**src/rtl/gpu_pkg.sv**
```systemverilog
// Shared constants for the GPU command port: GP1 opcodes, status bit positions and
// display register reset defaults.
package gpu_pkg;

  typedef enum logic [7:0] {
    GP1_RESET      = 8'h00,
    GP1_FLUSH      = 8'h01,
    GP1_DISP_EN    = 8'h03,
    GP1_DISP_START = 8'h05,
    GP1_DISP_MODE  = 8'h08
  } gp1_op_e;

  localparam int unsigned STAT_OVERFLOW = 31;
  localparam int unsigned STAT_NOT_FULL = 28;
  localparam int unsigned STAT_EMPTY    = 26;
  localparam int unsigned STAT_DISP_OFF = 23;
  localparam int unsigned STAT_COLOR    = 21;
  localparam int unsigned STAT_HEIGHT   = 19;
  localparam int unsigned STAT_HRES_LO  = 17;
  localparam int unsigned STAT_W368     = 16;

  localparam logic [9:0] DISP_W_RESET = 10'd320;
  localparam logic [9:0] DISP_H_RESET = 10'd240;
  // Raw hres value consistent with the 320-pixel reset width
  localparam logic [1:0] HRES_RESET   = 2'b01;

  function automatic logic [9:0] mode_width(input logic [1:0] hres, input logic w368);
    logic [9:0] w;
    unique case (hres)
      2'b00:   w = 10'd256;
      2'b01:   w = 10'd320;
      2'b10:   w = 10'd512;
      default: w = 10'd640;
    endcase
    if (w368) w = 10'd368;
    return w;
  endfunction

endpackage

```
**src/rtl/gpu_cmd_fifo.sv**
```systemverilog
// First-word-fall-through GP0 command FIFO with flush, occupancy count, early-full
// threshold and sticky overflow flag.
module gpu_cmd_fifo #(
  parameter int unsigned DEPTH       = 16,
  parameter int unsigned FULL_MARGIN = 1
) (
  input  logic                     clk,
  input  logic                     rst_n,
  input  logic                     flush,
  input  logic                     wr_en,
  input  logic [31:0]              wr_data,
  input  logic                     rd_ready,
  output logic [31:0]              rd_data,
  output logic                     rd_valid,
  output logic [$clog2(DEPTH):0]   count,
  output logic                     full,
  output logic                     overflow
);

  localparam int unsigned AW = $clog2(DEPTH);
  localparam int unsigned CW = AW + 1;

  logic [31:0]   mem [DEPTH];
  logic [AW-1:0] wr_ptr_q, wr_ptr_d, rd_ptr_q, rd_ptr_d;
  logic [CW-1:0] count_q, count_d;
  logic          full_q, full_d, ovf_q, ovf_d, valid_q, valid_d;
  logic          pop, push, mem_we;

  always_comb begin
    pop      = valid_q & rd_ready;
    // A pop in the same cycle frees the slot, so a push at DEPTH is still legal
    push     = wr_en & ((count_q < CW'(DEPTH)) | pop);
    mem_we   = push & ~flush;
    wr_ptr_d = wr_ptr_q;
    rd_ptr_d = rd_ptr_q;
    count_d  = count_q;
    ovf_d    = ovf_q;
    if (flush) begin
      wr_ptr_d = '0;
      rd_ptr_d = '0;
      count_d  = '0;
      ovf_d    = 1'b0;
    end else begin
      if (push) wr_ptr_d = wr_ptr_q + AW'(1);
      if (pop)  rd_ptr_d = rd_ptr_q + AW'(1);
      count_d = count_q + CW'(push) - CW'(pop);
      if (wr_en && !push) ovf_d = 1'b1;
    end
    full_d  = (count_d >= CW'(DEPTH - FULL_MARGIN));
    valid_d = (count_d != '0);
  end

  always_ff @(posedge clk or negedge rst_n) begin
    if (!rst_n) begin
      wr_ptr_q <= '0;
      rd_ptr_q <= '0;
      count_q  <= '0;
      full_q   <= 1'b0;
      ovf_q    <= 1'b0;
      valid_q  <= 1'b0;
    end else begin
      wr_ptr_q <= wr_ptr_d;
      rd_ptr_q <= rd_ptr_d;
      count_q  <= count_d;
      full_q   <= full_d;
      ovf_q    <= ovf_d;
      valid_q  <= valid_d;
    end
  end

  // Storage is deliberately not reset; only pointers and count are
  always_ff @(posedge clk) begin
    if (mem_we) mem[wr_ptr_q] <= wr_data;
  end

  assign rd_data  = mem[rd_ptr_q];
  assign rd_valid = valid_q;
  assign count    = count_q;
  assign full     = full_q;
  assign overflow = ovf_q;

endmodule

```
**src/rtl/gpu_cmd_port.sv**
```systemverilog
// GPU-side command receiver: buffers GP0 words for the rasterizer, decodes GP1 words
// into display-control registers and assembles the GPU status word.
module gpu_cmd_port
  import gpu_pkg::*;
#(
  parameter int unsigned DEPTH       = 16,
  parameter int unsigned FULL_MARGIN = 1
) (
  input  logic        clk,
  input  logic        rst_n,
  input  logic [31:0] main_bus,
  input  logic        to_gp0,
  input  logic        to_gp1,
  output logic        fifo_full,
  output logic [31:0] cmd_word,
  output logic        cmd_valid,
  input  logic        cmd_ready,
  output logic [9:0]  display_x,
  output logic [9:0]  display_y,
  output logic [9:0]  display_w,
  output logic [9:0]  display_h,
  output logic        display_color_mode,
  output logic        display_enable,
  output logic [31:0] gpu_stat
);

  localparam int unsigned CW = $clog2(DEPTH) + 1;

  logic [7:0]    op;
  logic          flush, overflow;
  logic [CW-1:0] fifo_count;

  logic [9:0] x_q, x_d, y_q, y_d, w_q, w_d, h_q, h_d;
  logic [1:0] hres_q, hres_d;
  logic       h480_q, h480_d, w368_q, w368_d, color_q, color_d, en_q, en_d;

  assign op    = main_bus[31:24];
  assign flush = to_gp1 & ((op == GP1_RESET) | (op == GP1_FLUSH));

  gpu_cmd_fifo #(
    .DEPTH       (DEPTH),
    .FULL_MARGIN (FULL_MARGIN)
  ) u_fifo (
    .clk      (clk),
    .rst_n    (rst_n),
    .flush    (flush),
    .wr_en    (to_gp0),
    .wr_data  (main_bus),
    .rd_ready (cmd_ready),
    .rd_data  (cmd_word),
    .rd_valid (cmd_valid),
    .count    (fifo_count),
    .full     (fifo_full),
    .overflow (overflow)
  );

  always_comb begin
    x_d     = x_q;
    y_d     = y_q;
    w_d     = w_q;
    h_d     = h_q;
    hres_d  = hres_q;
    h480_d  = h480_q;
    w368_d  = w368_q;
    color_d = color_q;
    en_d    = en_q;
    if (to_gp1) begin
      case (op)
        GP1_RESET: begin
          x_d     = '0;
          y_d     = '0;
          w_d     = DISP_W_RESET;
          h_d     = DISP_H_RESET;
          hres_d  = HRES_RESET;
          h480_d  = 1'b0;
          w368_d  = 1'b0;
          color_d = 1'b0;
          en_d    = 1'b0;
        end
        GP1_DISP_EN: en_d = ~main_bus[0];
        GP1_DISP_START: begin
          x_d = main_bus[9:0];
          y_d = {1'b0, main_bus[18:10]};
        end
        GP1_DISP_MODE: begin
          hres_d  = main_bus[1:0];
          w368_d  = main_bus[6];
          h480_d  = main_bus[2];
          color_d = main_bus[4];
          w_d     = mode_width(main_bus[1:0], main_bus[6]);
          h_d     = main_bus[2] ? 10'd480 : 10'd240;
        end
        default: ;
      endcase
    end
  end

  always_ff @(posedge clk or negedge rst_n) begin
    if (!rst_n) begin
      x_q     <= '0;
      y_q     <= '0;
      w_q     <= DISP_W_RESET;
      h_q     <= DISP_H_RESET;
      hres_q  <= HRES_RESET;
      h480_q  <= 1'b0;
      w368_q  <= 1'b0;
      color_q <= 1'b0;
      en_q    <= 1'b0;
    end else begin
      x_q     <= x_d;
      y_q     <= y_d;
      w_q     <= w_d;
      h_q     <= h_d;
      hres_q  <= hres_d;
      h480_q  <= h480_d;
      w368_q  <= w368_d;
      color_q <= color_d;
      en_q    <= en_d;
    end
  end

  assign display_x          = x_q;
  assign display_y          = y_q;
  assign display_w          = w_q;
  assign display_h          = h_q;
  assign display_color_mode = color_q;
  assign display_enable     = en_q;

  always_comb begin
    gpu_stat                  = '0;
    gpu_stat[STAT_OVERFLOW]   = overflow;
    gpu_stat[STAT_NOT_FULL]   = ~fifo_full;
    gpu_stat[STAT_EMPTY]      = ~cmd_valid;
    gpu_stat[STAT_DISP_OFF]   = ~en_q;
    gpu_stat[STAT_COLOR]      = color_q;
    gpu_stat[STAT_HEIGHT]     = h480_q;
    gpu_stat[STAT_HRES_LO+:2] = hres_q;
    gpu_stat[STAT_W368]       = w368_q;
    gpu_stat[7:0]             = 8'(fifo_count);
  end

endmodule

```
**config.mk**
```make
export PLATFORM = sky130hd
export DESIGN_NAME = gpu_cmd_port
export DESIGN_NICKNAME = d
export VERILOG_FILES = /design/src/rtl/gpu_pkg.sv /design/src/rtl/gpu_cmd_fifo.sv /design/src/rtl/gpu_cmd_port.sv
export SDC_FILE = /design/constraint.sdc
export NUM_CORES = 1
export LEC_CHECK = 0
export ABC_AREA = 1
export CAP_MARGIN = 30
export CORE_MARGIN = 4
export CORE_UTILIZATION = 55
export DETAILED_ROUTE_END_ITERATION = 10
export PLACE_DENSITY = 0.75
export SLEW_MARGIN = 10
export SYNTH_ARGS = -nofsm -noshare
export SYNTH_HDL_FRONTEND = slang
export SYNTH_SLANG_ARGS = --single-unit
```
**constraint.sdc**
```tcl
create_clock -name clk -period 6.53 [get_ports clk]
set_input_delay 1.306 -clock clk [delete_from_list [all_inputs] [get_ports clk]]
set_output_delay 1.306 -clock clk [all_outputs]
set_load 0.01 [all_outputs]
```
After elaboration in Yosys (flattened, before gate mapping)
Memories as Yosys holds them, arrays and structs flattened.
Cells that the tools add are included.
- output and inout bits: 108
- word-level logic and storage cells: 74
- memories: 1
- register bits: 62
- RAM bits: 512
- memories (name ; depth ; width ; read ports ; clocked after memory_dff ; write ports ; line ; text):
    u_fifo.mem ; 16 ; 32 ; 1 ; 0 ; 1 ; gpu_cmd_fifo.sv:23 ; logic [31:0] mem [DEPTH];
- add/subtract/negate cells: 4
- reductions and logical operators: 14
- equal/unequal tests: 6
- bitwise gates (word level): 11
- mux-type cells: 21
- $lt $le $gt $ge: 2
- operators by type and width (kind ; count):
    one-hot mux 10 bit (2 select lines) ; 4
    one-hot mux 10 bit (3 select lines) ; 1
    two-way mux 4 bit ; 4
    nonzero test 2 bit ; 6
    two-way mux 10 bit ; 1
    two-way mux 9 bit ; 1
    adder 4 x 1 -> 4 bit, second input constant ; 2
    == test 8 x 1 -> 1 bit, second input constant ; 1
    == test 8 x 2 -> 1 bit, second input constant ; 1
    == test 8 x 3 -> 1 bit, second input constant ; 1
    == test 8 x 4 -> 1 bit, second input constant ; 1
    logical NOT 8 bit ; 1
    one-hot mux 1 bit (2 select lines) ; 4
    AND reduction 2 bit ; 3
    adder 5 x 1 -> 5 bit ; 1
    greater-or-equal comparator 5 x 4 -> 1 bit, second input constant ; 1
    < comparator 5 bit, second input constant ; 1
    two-way mux 5 bit ; 1
    NOT 1 bit ; 5
    nonzero test 5 bit ; 1
    subtractor 5 x 1 -> 5 bit ; 1
    bitwise AND 1 bit ; 4
    two-way mux 1 bit ; 4
    one-hot mux 2 bit (2 select lines) ; 1
    6 further kinds ; 7

Logic depth before layout (Yosys ltp)
Gate-level depths: netlist (run 1).
- word-level depth: 7
- depth in mapped cells: 13
- gate-level depth less buffers: 13

Cells and area by module
Synthesis (run 1) repeated with hierarchy kept, for this count alone.
- cell total of the unflattened synthesis: 2424
- area, all modules: 24777.5 um2
- by module, submodules not included (module ; area each (um2) ; sequential area each (um2) ; cells an instance ; times used):
    gpu_cmd_fifo ; 22979.5 ; 15775.1 ; 2202 ; 1
    gpu_cmd_port ; 1798.0 ; 755.7 ; 222 ; 1

Worst setup path after synthesis (run 1)
No wires, ideal clock.
- path type: input to register
- start: in cmd_ready
- end: mem u_fifo.mem[11][0] (enable)
- stages: 6
- arrival: 3.990 ns
- data required time: 6.069 ns
- buffers on the path: 0
- setup slack: 2.079 ns
- cells stage by stage: nand2_1 > nand2_1 > nand2_1 > inv_1 > nand2_1 > nor3_1
- word-level cells in the longest chain between the ends: 6
- ends and longest elaborated chain (element ; line ; text):
    start, declared ; gpu_cmd_port.sv:17 ; input logic cmd_ready,
    bitwise AND 1 bit ; gpu_cmd_fifo.sv:30 ; pop = valid_q & rd_ready;
    bitwise OR 1 bit ; gpu_cmd_fifo.sv:32 ; push = wr_en & ((count_q < CW'(DEPTH)) | pop);
    bitwise AND 1 bit ; gpu_cmd_fifo.sv:32 ;
    bitwise AND 1 bit ; gpu_cmd_fifo.sv:33 ; mem_we = push & ~flush;
    two-way mux 1 bit ; gpu_cmd_fifo.sv:73 ; if (mem_we) mem[wr_ptr_q] <= wr_data;
    two-way mux 1 bit (implied by the code) ; gpu_cmd_fifo.sv:73 ;
    end, declared ; gpu_cmd_fifo.sv:23 ;
Every way passes these cells.

Worst setup path after layout (run 1)
- start: reg u_fifo.rd_ptr_q[0]
- end: out cmd_word[15]
- word-level cells in the longest chain between the ends: 1
- ends and longest elaborated chain (element ; line ; text):
    start, declared ; gpu_cmd_fifo.sv:24 ; logic [AW-1:0] wr_ptr_q, wr_ptr_d, rd_ptr_q, rd_ptr_d;
    start signal, assigned ; gpu_cmd_fifo.sv:63 ; rd_ptr_q <= rd_ptr_d;
    memory (16 x 32 bit) ; -- ;
    end, declared ; gpu_cmd_port.sv:15 ; output logic [31:0] cmd_word,
Every way passes these cells.

==> results.cfg, run 1 <==
[routing]
drc = 0
wirelength_um = 56500
ant_nets = 0
dr.pass1.iters = 5
wl_per_cell_um = 20.5
drt_iter0_drc = 1523
vias = 15700
avgViaCountPerCell = 5.68

[yosys]
synth_edf_count = 512
ys_warn_count = 0
synth_most_common_cell = nand2_1
async_reset_ff_frac = 0.0824
yosysUniqueCellTypes = 26
synth_ff_type = edfxtp_1
syn_area_per_cell_sq_um = 11.1
ys_ff_latch = 558
synth.top_cell.area_share = 0.660
synth_common_cells = nand2_1, edfxtp_1, nand3_1, nor2_1, o21ai_0
synth_top_cell_by_area = edfxtp_1
synth_area_leaders = edfxtp_1, nand2_1, nand3_1
syn_inst = 2095
seq_area_frac_synth = 0.709
syn_area_sq_um = 23300

[sta]
slew_viol_final = 0
grt_setup_unrepaired = no
tightest_slew_ps = 1020
fmax_mhz = 194
min_period_ps = 5160
fin_ws_ps = 1370
relSlewSlack = 0.321
setup_viol = 0
tns_ps = 0
finalCritPeriodShare = 0.790
clock_skew_ps = 16.2
hold_violations = 0

[cts]
cts_root_buf = clkbuf_16
clock_path_buffers = 3
clock_latency_ps = 600
cts_resized = 0
ctsHoldBuffers = 0
postCtsSetupBuffers = 0
clkTransAtPathRegs_ps = 60
numCtsBuffers = 55
cts.sinks = 558
cts_tree = done
cts-htree-levels = 2

[setup_path]
cp_data_required_time_ps = 5220
crit_slowest_cell = dfrtp_4
start_kind = flop
r2r.worst_path.cells = 9
crit_path_end_kind = output pin
cp_max_fo = 123
r2r_slack_ps = 3880
path_common_cell = nand2_1
crit_type = reg -> out
max_stage_delay_ps = 760
critPathArrivalTime_ps = 3850
path_buf_inv = 3
r2r-start = u_fifo.rd_valid
r2r-end = u_fifo.mem[5][13]
path_cells = inv_6 > buf_12 > nand2_1 > nand2_1 > nand2_1 > nand3_1 > nand3_1 > nand2_1 > clkdlybuf4s50_1
critPathTopFamily = buffers and inverters

[global_route]
grt_overflow = 0
grt_pass1_vias = 15400
grtUsageTotal = 0.249
grt_pass1_wl_um = 87500
grt_max_degree = 124
antenna_found_initial = 0

[final_layout]
area.growth.synth_to_final_pct = 14.3
num_antenna_cells = 0
drive_above_1_share = 0.0639
finalNetCount = 2223
nFillCells = 3069
final_cells = 2760
utilization = 0.635

[placement]
port_buffers = 113
gp_congestion = 0.790
dp.cells = 2657
dp_hpwl_um = 30600
preCtsSetupSlack_ps = 1800

[flow_run]
cap_viol_max_count = 0

[min_path]
hp-class = reg -> reg
worstHoldEndpoint = display_w[6]
hp-start = display_w[6]
min_path_cells = 2

[pwr]
power_per_cell_area_nw_per_um2 = 434
cellLeakagePower_nw = 10.3
vdd_ir_drop_max_v = 0.000365
finalPower_mw = 11.6

[die]
rows = 75
fp.dieW_um = 214
die_h_um = 214
start_util = 0.556
ios = 145
coreArea_sq_um = 41900
die_area_sq_um = 45700

[outcome]
outcome = complete, no violations
-- worst min-delay path: stages (launching register included) --
cell     delay (ps)
dfstp_2         370
nand2_1          50
nand2_1          40
-- registers in the layout, indices dropped and copies added, names as in the netlist --
register and flops:
display_x 10, u_fifo.wr_ptr_q 4, display_w 5, display_h 2, hres_q 2, u_fifo.overflow 1, display_enable 1, u_fifo.count 5
u_fifo.mem 512, display_color_mode 1, u_fifo.rd_valid 1, u_fifo.rd_ptr_q 4, u_fifo.full 1, display_y 9
-- metrics by stage --
step                hold slack (ps)  area, sq um
floorplan                       466        23400
detailed placement              455        24800
finish                          465        26600
global placement                456        24700
CTS                             466        26600
global route                    474        26600
-- layout make-up --
cell class | count | area, sq um | share of cell area
clock buffers | 65 | 1430 | 0.0538
flip-flops and latches | 558 | 16500 | 0.621
multi-input cells | 1329 | 5780 | 0.217
inverters | 87 | 337 | 0.0126
well taps | 539 | 674 | 0.0253
repair buffers | 144 | 1510 | 0.0568
clock inverters | 38 | 369 | 0.0139
-- layer usage --
layer	share of wire	global-route usage
met1	0.41	0.356
met2	0.47	0.394
met3	0.092	0.0448
met4	0.032	0.0821
met5	0	0
-- cells by family after synthesis --
| kind of cell | share of synthesized area |
|---|---|
| xor+xnor | 0.000752 |
| compound gates | 0.0352 |
| flops | 0.709 |
| buf+inv | 0.0515 |
| simple gates | 0.197 |
| other cells | 0.000322 |
| fa+ha+maj | 0.00623 |
-- report_power, final --
| group | switching, mW | internal (mW) | leakage [nW] |
|---|---|---|---|
| logic | 2.66 | 1.36 | 4.19 |
| registers | 0.169 | 4.23 | 5.20 |
| clock network | 1.32 | 1.84 | 0.896 |
-- cell usage in the layout, fill, tap and decap left out, drive strengths merged --
cell type and instances:
nand2 687, edfxtp 512, nand3 234, nor2 204, clkdlybuf4s50 112, o21ai 102, inv 88, clkbuf 65
dfrtp 42, o211ai 32, buf 32, conb 31, clkinv 30, a21oi 14, ha 10, nor3 8
bufinv 7, nand4 4, dfstp 4, xor2 1, xnor2 1, fa 1
-- worst max path at each step --
| stage | start | to | slack [ps] | cells after the start |
|---|---|---|---|---|
| 3_3_place_gp | main_bus[30] | u_fifo.mem[8][14] | 1710 | 9 |
| 5_1_grt | u_fifo.rd_ptr_q[0] | cmd_word[19] | 1130 | 9 |
| 3_5_place_dp | main_bus[30] | u_fifo.mem[5][13] | 1800 | 10 |
| 2_1_floorplan | cmd_ready | u_fifo.mem[11][0] | 2080 | 6 |
| 4_1_cts | u_fifo.rd_ptr_q[0] | cmd_word[15] | 1310 | 9 |
| 6_report | u_fifo.rd_ptr_q[0] | cmd_word[15] | 1370 | 9 |
(Power assumes the default switching activity.)
==> run 2, diff against run 1 <==
- CORE_UTILIZATION: 55 -> 54
- PLACE_DENSITY: 0.75 -> 0.76
- clock period: 6.53 -> 4.4 ns (I/O delays scaled with it)
==> results.cfg, run 2 (synthesis results as in run 1) <==
[cts]
cts_resized = 0
ctsHoldBuffers = 0
clock_path_buffers = 3
cts.sinks = 558
clock_latency_ps = 580
numCtsBuffers = 53
postCtsSetupBuffers = 0
cts-htree-levels = 2
clkTransAtPathRegs_ps = 70
cts_root_buf = clkbuf_16
cts_tree = done

[pwr]
cellLeakagePower_nw = 10.3
internal_power_mw = 10.9
power_per_cell_area_nw_per_um2 = 636
comb_power_share = 0.360
switching_share = 0.360
p_seq_frac = 0.378
clkPwrFrac = 0.261
switchingPower_mw = 6.12
vdd_ir_drop_max_v = 0.000620

[final_layout]
mostFrequentLayoutCells = nand2_1, edfxtp_1, nand3_1, nor2_1, clkdlybuf4s50_1
largest-register = u_fifo.mem
largest_reg_flops = 512
final_common_cell = nand2_1
finalNetCount = 2242
num_antenna_cells = 0
area.growth.synth_to_final_pct = 14.7
drive_above_1_share = 0.0711

[die]
die_h_um = 216
rows = 75
coreArea_sq_um = 42300
die_area_sq_um = 46500
start_util = 0.551
ios = 145
fp.dieW_um = 216

[placement]
dp_hpwl_um = 30600
gp_congestion = 0.800
port_buffers = 113

[setup_path]
max_stage_delay_ps = 560
cp_data_required_time_ps = 3520
start_kind = flop
critPathArrivalTime_ps = 3090
crit_path_end_kind = output pin
critPathTopFamily = buffers and inverters
crit_slowest_cell = clkdlybuf4s50_1
crit_type = reg -> out
path_common_cell = nand2_1
path_buf_inv = 3
cp_max_fo = 87
path_cells = inv_6 > buf_12 > nand2_1 > nand2_1 > nand2_1 > nand3_1 > nand3_1 > nand2_1 > clkdlybuf4s50_1

[sta]
fmax_mhz = 252
setup_viol = 0
relSlewSlack = 0.319
min_period_ps = 3970
hold_slack_ps = 250
tightest_slew_ps = 1020
finalCritPeriodShare = 0.902
tns_ps = 0
clock_skew_ps = 18.0
hold_violations = 0
grt_setup_unrepaired = no
slew_viol_final = 0

[global_route]
antenna_found_initial = 0
grt_max_degree = 178
grtUsageTotal = 0.241
grt_overflow = 0
grt_pass1_wl_um = 88000
grt_pass1_vias = 16000

[routing]
wl_per_cell_um = 20.1
dr.pass1.iters = 5
vias = 15800
drt_iter0_drc = 1690
wirelength_um = 56700
ant_nets = 0
drc = 0
avgViaCountPerCell = 5.61

[outcome]
outcome = complete, no violations

[min_path]
hp-class = in -> async

[flow_run]
cap_viol_max_count = 0
## run 2: final cells by class
| class | instances | area, sq um |
|---|---|---|
| clock buffers | 70 | 1560 |
| repair buffers | 165 | 1640 |
| multi-input cells | 1329 | 5780 |
| well taps | 577 | 722 |
| clock inverters | 26 | 154 |
| fillers | 3139 | 15600 |
| inverters | 87 | 337 |
| flip-flops and latches | 558 | 16500 |
## run 2: routing by layer
layer	vias up	GRT usage	part of all wire
met5	-	0	0
met4	0	0.0760	0.026
met3	111	0.0446	0.099
met2	824	0.399	0.48
met1	7613	0.328	0.39
li1	7237	-	-
## run 2: path summary, 6_finish.rpt
| check | startpoint | endpoint | slack (ps) | cells after the start |
|---|---|---|---|---|
| max | u_fifo.rd_ptr_q[0] | cmd_word[3] | 430 | 9 |
| min | rst_n | display_w[5] | 250 | 1 |
| max reg2reg | u_fifo.rd_valid | u_fifo.mem[1][12] | 2000 | 9 |
| min reg2reg | display_w[8] | display_w[8] | 470 | 2 |
| max in group asynchronous | rst_n | hres_q[0] | 3570 | 2 |
| min in group clk | display_w[8] | display_w[8] | 470 | 2 |
## run 2: metrics by stage
stage | setup WS [ps] | instance area, sq um | total power, mW | instances | utilization
2_1_floorplan | 375 | 23400 | 10.4 | 2124 | -
3_3_place_gp | 848 | 25000 | 12.4 | 2715 | 0.590
3_5_place_dp | 768 | 25000 | 12.6 | 2715 | 0.590
4_1_cts | 370 | 26700 | 17.1 | 2811 | 0.631
5_1_grt | 231 | 26700 | 18.0 | 2812 | 0.632
6_report | 430 | 26700 | 17.0 | 2812 | 0.632
## run 2: power by group through the flow
stage	Combinational [mW]	Clock (mW)	Sequential (mW)
2_1_floorplan	3.86	0	6.53
3_3_place_gp	5.92	0	6.52
3_5_place_dp	6.07	0	6.54
4_1_cts	6.14	4.49	6.43
5_1_grt	6.78	4.74	6.46
6_report	6.13	4.44	6.43
